### config.mk
export PLATFORM = sky130hd
export DESIGN_NAME = conv2_engine
export DESIGN_NICKNAME = d
export VERILOG_FILES = /design/src/rtl/conv2_engine.sv
export SDC_FILE = /design/constraint.sdc
export NUM_CORES = 1
export LEC_CHECK = 0
export ABC_AREA = 1
export BUFFER_PORTS_ARGS = -buffer_cell sky130_fd_sc_hd__buf_4
export CELL_PAD_IN_SITES_DETAIL_PLACEMENT = 0
export CELL_PAD_IN_SITES_GLOBAL_PLACEMENT = 1
export CORE_AREA = 4 4 188 190
export DETAILED_ROUTE_END_ITERATION = 12
export DIE_AREA = 0 0 192 194
export PLACE_DENSITY_LB_ADDON = 0.1
export SLEW_MARGIN = 20
export SYNTH_ARGS = -nofsm -noshare
export SYNTH_HDL_FRONTEND = slang
export SYNTH_SLANG_ARGS = --single-unit
### constraint.sdc
create_clock -name clock -period 1.9 [get_ports clock]
set_input_delay 0 -clock clock [delete_from_list [all_inputs] [get_ports clock]]
set_output_delay 0 -clock clock [all_outputs]
set_load 0.005 [all_outputs]
### src/rtl/conv2_engine.sv
`default_nettype none
// ============================================================================
// Module      : conv2_engine
// Description : Multi-channel 2-D convolution engine. Computes one output pixel
//               per window (one channel per MAC cycle), applies ReLU, an
//               arithmetic right shift and saturation, and emits pixels in
//               raster order over a valid/ready handshake.
// Revision    : 1.0 - initial release
// ============================================================================
module conv2_engine #(
  parameter int SIZE      = 7,
  parameter int SIZEKER   = 3,
  parameter int WIDTH_BIT = 8,
  parameter int STRIDE    = 1,
  parameter int CHANNELS  = 1,
  parameter int SHIFT     = 1,
  localparam int OUT      = (SIZE - SIZEKER) / STRIDE + 1,
  localparam int ACCW     = 2 * WIDTH_BIT + $clog2(SIZEKER * SIZEKER * CHANNELS),
  localparam int RW       = $clog2(OUT) + 1
) (
  input  logic                        clock,
  input  logic                        nreset,
  input  logic                        start,
  input  logic signed [WIDTH_BIT-1:0] inpMatrixI [CHANNELS][SIZE][SIZE],
  input  logic signed [WIDTH_BIT-1:0] Kernel     [CHANNELS][SIZEKER][SIZEKER],
  input  logic                        out_ready,
  output logic                        busy,
  output logic                        out_valid,
  output logic signed [WIDTH_BIT-1:0] out_data,
  output logic [RW-1:0]               out_row,
  output logic [RW-1:0]               out_col,
  output logic                        done
);

  localparam int CHW = (CHANNELS > 1) ? $clog2(CHANNELS) : 1;
  localparam int IW  = (SIZE > 1) ? $clog2(SIZE) : 1;
  localparam int KW  = (SIZEKER > 1) ? $clog2(SIZEKER) : 1;

  localparam logic [RW-1:0]  LAST_POS = RW'(OUT - 1);
  localparam logic [CHW-1:0] LAST_CH  = CHW'(CHANNELS - 1);

  localparam logic signed [ACCW-1:0]      MAX_ACC = ACCW'((2 ** (WIDTH_BIT - 1)) - 1);
  localparam logic signed [WIDTH_BIT-1:0] MAX_OUT = {1'b0, {(WIDTH_BIT-1){1'b1}}};

  typedef enum logic [1:0] {
    IDLE = 2'd0,
    MAC  = 2'd1,
    EMIT = 2'd2,
    FIN  = 2'd3
  } state_t;

  state_t                     state;
  logic [RW-1:0]              row;
  logic [RW-1:0]              col;
  logic [CHW-1:0]             ch;
  logic signed [ACCW-1:0]     acc;
  logic signed [ACCW-1:0]     win_sum;
  logic signed [ACCW-1:0]     acc_next;
  logic signed [WIDTH_BIT-1:0] pix_next;

  // ReLU, then arithmetic shift, then clamp to the largest positive output.
  function automatic logic signed [WIDTH_BIT-1:0] post_process(input logic signed [ACCW-1:0] a);
    logic signed [ACCW-1:0] s;
    s = a >>> SHIFT;
    if (a < 0)
      post_process = '0;
    else if (s > MAX_ACC)
      post_process = MAX_OUT;
    else
      post_process = s[WIDTH_BIT-1:0];
  endfunction

  // Full-precision dot product of the current window with the current channel's kernel.
  always_comb begin
    logic signed [2*WIDTH_BIT-1:0] prod;
    win_sum = '0;
    prod    = '0;
    for (int k = 0; k < SIZEKER; k++) begin
      for (int l = 0; l < SIZEKER; l++) begin
        prod = inpMatrixI[ch][IW'(int'(row) * STRIDE + k)][IW'(int'(col) * STRIDE + l)]
             * Kernel[ch][KW'(k)][KW'(l)];
        win_sum = win_sum + ACCW'(prod);
      end
    end
    acc_next = acc + win_sum;
    pix_next = post_process(acc_next);
  end

  // Control FSM: one channel per MAC cycle, hold pixel in EMIT until accepted.
  always_ff @(posedge clock) begin
    if (!nreset) begin
      state     <= IDLE;
      busy      <= 1'b0;
      out_valid <= 1'b0;
      done      <= 1'b0;
      out_data  <= '0;
      out_row   <= '0;
      out_col   <= '0;
      row       <= '0;
      col       <= '0;
      ch        <= '0;
      acc       <= '0;
    end else begin
      case (state)
        IDLE: begin
          done <= 1'b0;
          if (start) begin
            row   <= '0;
            col   <= '0;
            ch    <= '0;
            acc   <= '0;
            busy  <= 1'b1;
            state <= MAC;
          end
        end
        MAC: begin
          acc <= acc_next;
          if (ch == LAST_CH) begin
            ch        <= '0;
            out_valid <= 1'b1;
            out_data  <= pix_next;
            out_row   <= row;
            out_col   <= col;
            state     <= EMIT;
          end else begin
            ch <= ch + CHW'(1);
          end
        end
        EMIT: begin
          if (out_ready) begin
            out_valid <= 1'b0;
            acc       <= '0;
            if (row == LAST_POS && col == LAST_POS) begin
              done  <= 1'b1;
              state <= FIN;
            end else begin
              if (col == LAST_POS) begin
                col <= '0;
                row <= row + RW'(1);
              end else begin
                col <= col + RW'(1);
              end
              state <= MAC;
            end
          end
        end
        FIN: begin
          done  <= 1'b0;
          busy  <= 1'b0;
          state <= IDLE;
        end
        default: state <= IDLE;
      endcase
    end
  end

endmodule
`default_nettype wire

== Yosys cells after proc, flatten, opt, wreduce, memory -nomap -nowiden ==
Index checks and enable logic that the tools add are counted.

* Register bits: 22
* Bits in latches: 0
* Memory bits (writable): 0
* ROM bits: 0
* Output and inout bits: 19
* Memories kept: 0

* Add/sub/neg operators: 3
* Multiply operators: 0
* Div/mod/pow operators: 0
* $lt $le $gt $ge: 0
* Equality and inequality tests: 11
* Shifts and indexed selects: 0
* Multiplexer cells: 25
* Bitwise logic cells: 1
* Reductions and logical operators: 16

{| class="wikitable"
|+ Operators with widths
! cell !! number
|-
| $mux W4 || 7
|-
| $pmux W4 S2 || 2
|-
| $ne A2 B2 Y1 const B || 6
|-
| $reduce_bool A2 Y1 || 5
|-
| $reduce_and A3 Y1 || 3
|-
| $add A4 B1 Y4 const B || 2
|-
| $eq A4 B3 Y1 const B || 2
|-
| $mux W2 || 4
|-
| $pmux W1 S2 || 4
|-
| $pmux W2 S4 || 1
|-
| $mux W1 || 7
|-
| $reduce_and A2 Y1 || 3
|-
| $reduce_and A5 Y1 || 1
|-
| $eq A2 B2 Y1 const B || 2
|-
| $reduce_and A4 Y1 || 1
|-
| $eq A2 B1 Y1 const B || 1
|-
| $logic_not A2 Y1 || 1
|-
| $reduce_or A2 Y1 || 1
|-
| $add A1 B1 Y1 const B || 1
|-
| $logic_and A1 B1 Y1 || 1
|-
| $not A1 Y1 || 1
|}

== Longest topological paths before layout ==
* Word-level depth: 5
* Gate-level depth with buffers: 10
* Gate-level depth less buffers: 9

== Worst setup path after synthesis ==
No wires, ideal clock.

* Path kind: register to register
* Start: reg state[0]
* End: reg row[3]
* Data arrival time: 1.303 ns
* Data required time: 1.787 ns
* Setup slack: 0.484 ns
* Stages on the path, launching flop included: 10
* Buffers on the path: 1
* Period minus slack after synthesis: 1.416 ns
* Cells stage by stage: dfxtp_1 -> inv_1 -> ha_1 -> buf_6 -> nand2_4 -> nand2_4 -> nor2_4 -> nand3_2 -> nor2_1 -> nor2_1

* Cells in the longest elaborated chain, start to end: 3
* Elaborated cells on any way between the ends: 9
* Classes of those cells: eq/ne: 5; mux: 1; reduce/logical: 3

{| class="wikitable"
|+ Ends and longest elaborated chain
! what !! RTL line !! RTL
|-
| start: declaration || 52 || <nowiki>state_t state;</nowiki>
|-
| start signal: assignment || 92 || <nowiki>state <= IDLE;</nowiki>
|-
| start signal: assignment || 113 || <nowiki>state <= MAC;</nowiki>
|-
| start signal: assignment || 124 || <nowiki>state <= EMIT;</nowiki>
|-
| $eq A2 B2 Y1 or $logic_not A2 Y1 (tied branches) || 104 || <nowiki>case (state)</nowiki>
|-
| $ne A2 B2 Y1 (no line) or $reduce_bool A2 Y1 (tied branches) || -- ||
|-
| $reduce_and A5 Y1 (no line) || -- ||
|-
| end signal: assignment || 139 || <nowiki>row <= row + RW'(1);</nowiki>
|-
| end: declaration || 53 || <nowiki>logic [RW-1:0] row;</nowiki>
|}

Several ways; a longest one is shown, not always the timed one.
A chain may end at the register's enable or synchronous reset.

== Final worst setup path ==
Same ends and word-level chain as after synthesis.

==> load_flow_metrics.sql <==
INSERT INTO impl_metrics (metric_group, metric, value, unit) VALUES
('floorplan', 'core', '33450', 'um^2'),
('setup_path', 'timing.critical_path.slowest_cell_delay', '0.33', 'ns'),
('sta', 'timing.final.crit_share', '86.48', '%'),
('clocking', 'tritoncts', 'built', ''),
('clocking', 'post-cts-setup-buffer-count', '0', ''),
('setup_path', 'critical_path.startpoint_type', 'register', ''),
('clocking', 'clk_pin_slew_worst_paths', '0.07', 'ns'),
('setup_path', 'timing.critical_path.arrival', '1.81', 'ns'),
('finish', 'fillerInstances', '3929', ''),
('finish', 'layout.nets', '644', ''),
('sta', 'setup_total_negative_slack', '0', 'ns'),
('finish', 'final_common_cell', 'sky130_fd_sc_hd__dfxtp_1', ''),
('sta', 'report.final.setup_viol', '0', ''),
('detailed_routing', 'dr.first_iter.drc_count', '41', ''),
('finish', 'final_cell_mix', 'sky130_fd_sc_hd__dfxtp_1, sky130_fd_sc_hd__buf_4, sky130_fd_sc_hd__inv_1, sky130_fd_sc_hd__a21oi_1, sky130_fd_sc_hd__nand2_1', ''),
('setup_path', 'critical_path_data_required_time', '2.06', 'ns'),
('synth', 'ys_seq_elements', '21', ''),
('detailed_routing', 'avgRoutedWirePerCell', '6.910', 'um'),
('power', 'sw_frac_of_total', '39.52', '%'),
('sta', 'fin_worst_hold_slack', '0.07666', 'ns'),
('detailed_routing', 'routed_met2_length', '1.876', 'mm'),
('flow_run', 'timing.max_cap.violations', '0', ''),
('grt', 'first_global_vias', '1012', ''),
('placed_design', 'numPlacedInstances', '609', ''),
('clocking', 'clock-sinks', '21', ''),
('detailed_routing', 'drc', '0', ''),
('detailed_routing', 'vias_per_cell', '1.575', ''),
('setup_path', 'timing.reg2reg.worst_path_depth', '9', ''),
('synth', 'post_synth_inst_count', '145', ''),
('synth', 'syn_avg_cell_area', '7.887', 'um^2'),
('placed_design', 'detailedPlacementHpwl', '3.283', 'mm'),
('placed_design', 'gp_routability_congestion', '0.5901', ''),
('setup_path', 'critPathMostFrequentCell', 'sky130_fd_sc_hd__nor2_1', ''),
('synth', 'total_number_of_yosys_warnings', '0', ''),
('power', 'vdd.ir_drop.worst', '0.3060', 'mV'),
('synth', 'yosysSeqAreaShare', '36.76', '%'),
('sta', 'finalMaxSlewViolations', '0', ''),
('finish', 'drive_gt1_share', '21.08', '%'),
('finish', 'area_growth', '66.30', '%'),
('sta', 'clock-skew-final', '0.001659', 'ns'),
('run_status', 'run_status', 'complete, no violations', ''),
('finish', 'num_antenna_cells', '0', ''),
('detailed_routing', 'antenna_violating_nets_post_route', '0', ''),
('detailed_routing', 'wl_met1', '2.133', 'mm'),
('worst_hold_path', 'timing.hold.worst.class', 'input port to register', ''),
('floorplan', 'die_width', '192', 'um'),
('setup_path', 'timing.critical_path.slowest_stage_cell', 'sky130_fd_sc_hd__dfxtp_1', ''),
('detailed_routing', 'detailroute.wirelength.met3', '202', 'um'),
('clocking', 'ctsResizeCount', '0', ''),
('sta', 'hold_viol', '0', ''),
('setup_path', 'critPathCaptureType', 'register', ''),
('sta', 'max_clock_freq', '608.6', 'MHz'),
('worst_hold_path', 'hold-path-cell-count', '3', ''),
('detailed_routing', 'wire_length_reported_by_the_detailed_router', '4.243', 'mm'),
('setup_path', 'worstPathCellList', 'inv_1 -> buf_4 -> ha_1 -> nand2_1 -> nand2_4 -> nor2_4 -> nand3_2 -> nor2_1 -> nor2_1', ''),
('setup_path', 'setup.worst_path.class', 'register to register', ''),
('sta', 'min_period', '1.643', 'ns'),
('power', 'p_per_area', '1022', 'nW/um^2'),
('power', 'power.clock.fraction', '25.3', '%'),
('synth', 'mappedNetlistArea', '1144', 'um^2'),
('floorplan', 'io_pins', '487', ''),
('grt', 'wire_length_of_the_first_global_routing_pass', '6.541', 'mm'),
('clocking', 'numCtsBuffers', '3', ''),
('power', 'share_seq_of_total_power', '33.1', '%'),
('detailed_routing', 'top_signal_layer_used', 'met4', ''),
('grt', 'antenna_found_initial', '0', ''),
('sta', 'unrepaired_setup_endpoints_after_global_routing', 'no', ''),
('floorplan', 'floorplan.initialDensity', '3.419', '%'),
('floorplan', 'design.die.area', '37250', 'um^2'),
('detailed_routing', 'dr_total_vias', '967', ''),
('grt', 'largest_net_degree_at_the_start_of_global_routing', '18', '');
## what timing repair did
item	4_1_cts	5_1_grt
endpoints found under the hold margin	1	0
setup endpoints to repair	0	0
hold buffers	1	0
## power groups by stage
| stage | sequential (uW) | clock [uW] | combinational (uW) |
|---|---|---|---|
| final | 644 | 492 | 807 |
| after floorplan | 640 | 0 | 483 |
| after detailed placement | 660 | 0 | 836 |
| after global routing | 666 | 558 | 925 |
| after CTS | 651 | 540 | 842 |
| after global placement | 662 | 0 | 847 |
## path summary, 6_finish.rpt
path / end / slack [ns] / from
worst max-delay path: row[3] / 0.26 / state[0]
worst min-delay path: row[3] / 0.08 / nreset
worst min register to register: row[1] / 0.52 / row[1]
worst max register to register: row[3] / 0.26 / state[0]
## synthesized netlist by cell type
master / instances / area (um^2)
sky130_fd_sc_hd__a211oi_1: 3 / 22.52
sky130_fd_sc_hd__a21oi_1: 18 / 90.09
sky130_fd_sc_hd__buf_2: 2 / 10.01
sky130_fd_sc_hd__buf_4: 8 / 60.06
sky130_fd_sc_hd__buf_6: 1 / 11.26
sky130_fd_sc_hd__conb_1: 1 / 3.750
sky130_fd_sc_hd__dfxtp_1: 21 / 420.4
sky130_fd_sc_hd__ha_1: 9 / 112.6
sky130_fd_sc_hd__inv_1: 18 / 67.56
sky130_fd_sc_hd__inv_2: 1 / 3.750
sky130_fd_sc_hd__nand2_1: 17 / 63.81
sky130_fd_sc_hd__nand2_2: 1 / 6.260
sky130_fd_sc_hd__nand2_4: 4 / 45.04
sky130_fd_sc_hd__nand3_1: 4 / 20.02
sky130_fd_sc_hd__nand3_2: 1 / 10.01
sky130_fd_sc_hd__nand4_1: 4 / 25.02
sky130_fd_sc_hd__nor2_1: 13 / 48.80
sky130_fd_sc_hd__nor2_2: 1 / 6.260
sky130_fd_sc_hd__nor2_4: 2 / 22.52
sky130_fd_sc_hd__nor3_1: 1 / 5.000
sky130_fd_sc_hd__o21ai_0: 10 / 50.05
sky130_fd_sc_hd__o21ai_1: 2 / 10.01
sky130_fd_sc_hd__o21bai_2: 1 / 11.26
sky130_fd_sc_hd__xor2_1: 2 / 17.52
## cells by family (layout without fill, tap and decap cells)
logic type / count (synthesis) / in the layout / share of synthesized area, %
other: 1 / 8 / 0.3279
buffers and inverters: 30 / 44 / 13.35
DFF: 21 / 21 / 36.76
and+or+nand+nor: 48 / 48 / 22.10
AOI/OAI and AO/OA: 34 / 34 / 16.08
xor gates and xnor gates: 2 / 2 / 1.532
adders and majority gates: 9 / 9 / 9.847
## routing by layer
| layer | vias up | track usage [%] |
|---|---|---|
| met4 | 0 | 0.4754 |
| li1 | 497 | - |
| met1 | 447 | 3.202 |
| met3 | 4 | 0.9003 |
| met2 | 19 | 3.574 |
| met5 | - | 0 |
## area by class of cell
class,count,area (um^2),area share [%]
clock inverters,1,5.005,0.2632
well taps,448,560.5,29.47
multi-input cells,101,596.8,31.38
repair buffers,21,172.7,9.079
clock buffers,3,75.07,3.947
flip-flops and latches,21,420.4,22.11
inverters,19,71.32,3.750
## per-stage QoR
step | setup slack (ns) | utilization [%] | cell area [um^2] | power (uW)
after floorplan | 0.4842 | - | 1170 | 1122
after global placement | 0.2016 | 5.417 | 1812 | 1509
after detailed placement | 0.2228 | 5.417 | 1812 | 1497
after CTS | 0.2031 | 5.686 | 1902 | 2034
after global routing | 0.07220 | 5.686 | 1902 | 2149
final | 0.2569 | 5.686 | 1902 | 1943
## flip-flops by register name, summed over array words and instances (netlist names)
register   count
done           1
out_valid      1
state          2
row            4
col            4
busy           1
out_row        4
out_col        4
## critical path, delay by kind of cell, from the launching register on
| kind | cells | cell delay, ns |
|---|---|---|
| AND/OR/NAND/NOR | 6 | 0.78 |
| flip-flops | 1 | 0.33 |
| adder cells (fa/ha/maj) | 1 | 0.24 |
| buffers and inverters | 2 | 0.19 |
Note: power is estimated with default switching activity, not from simulation.
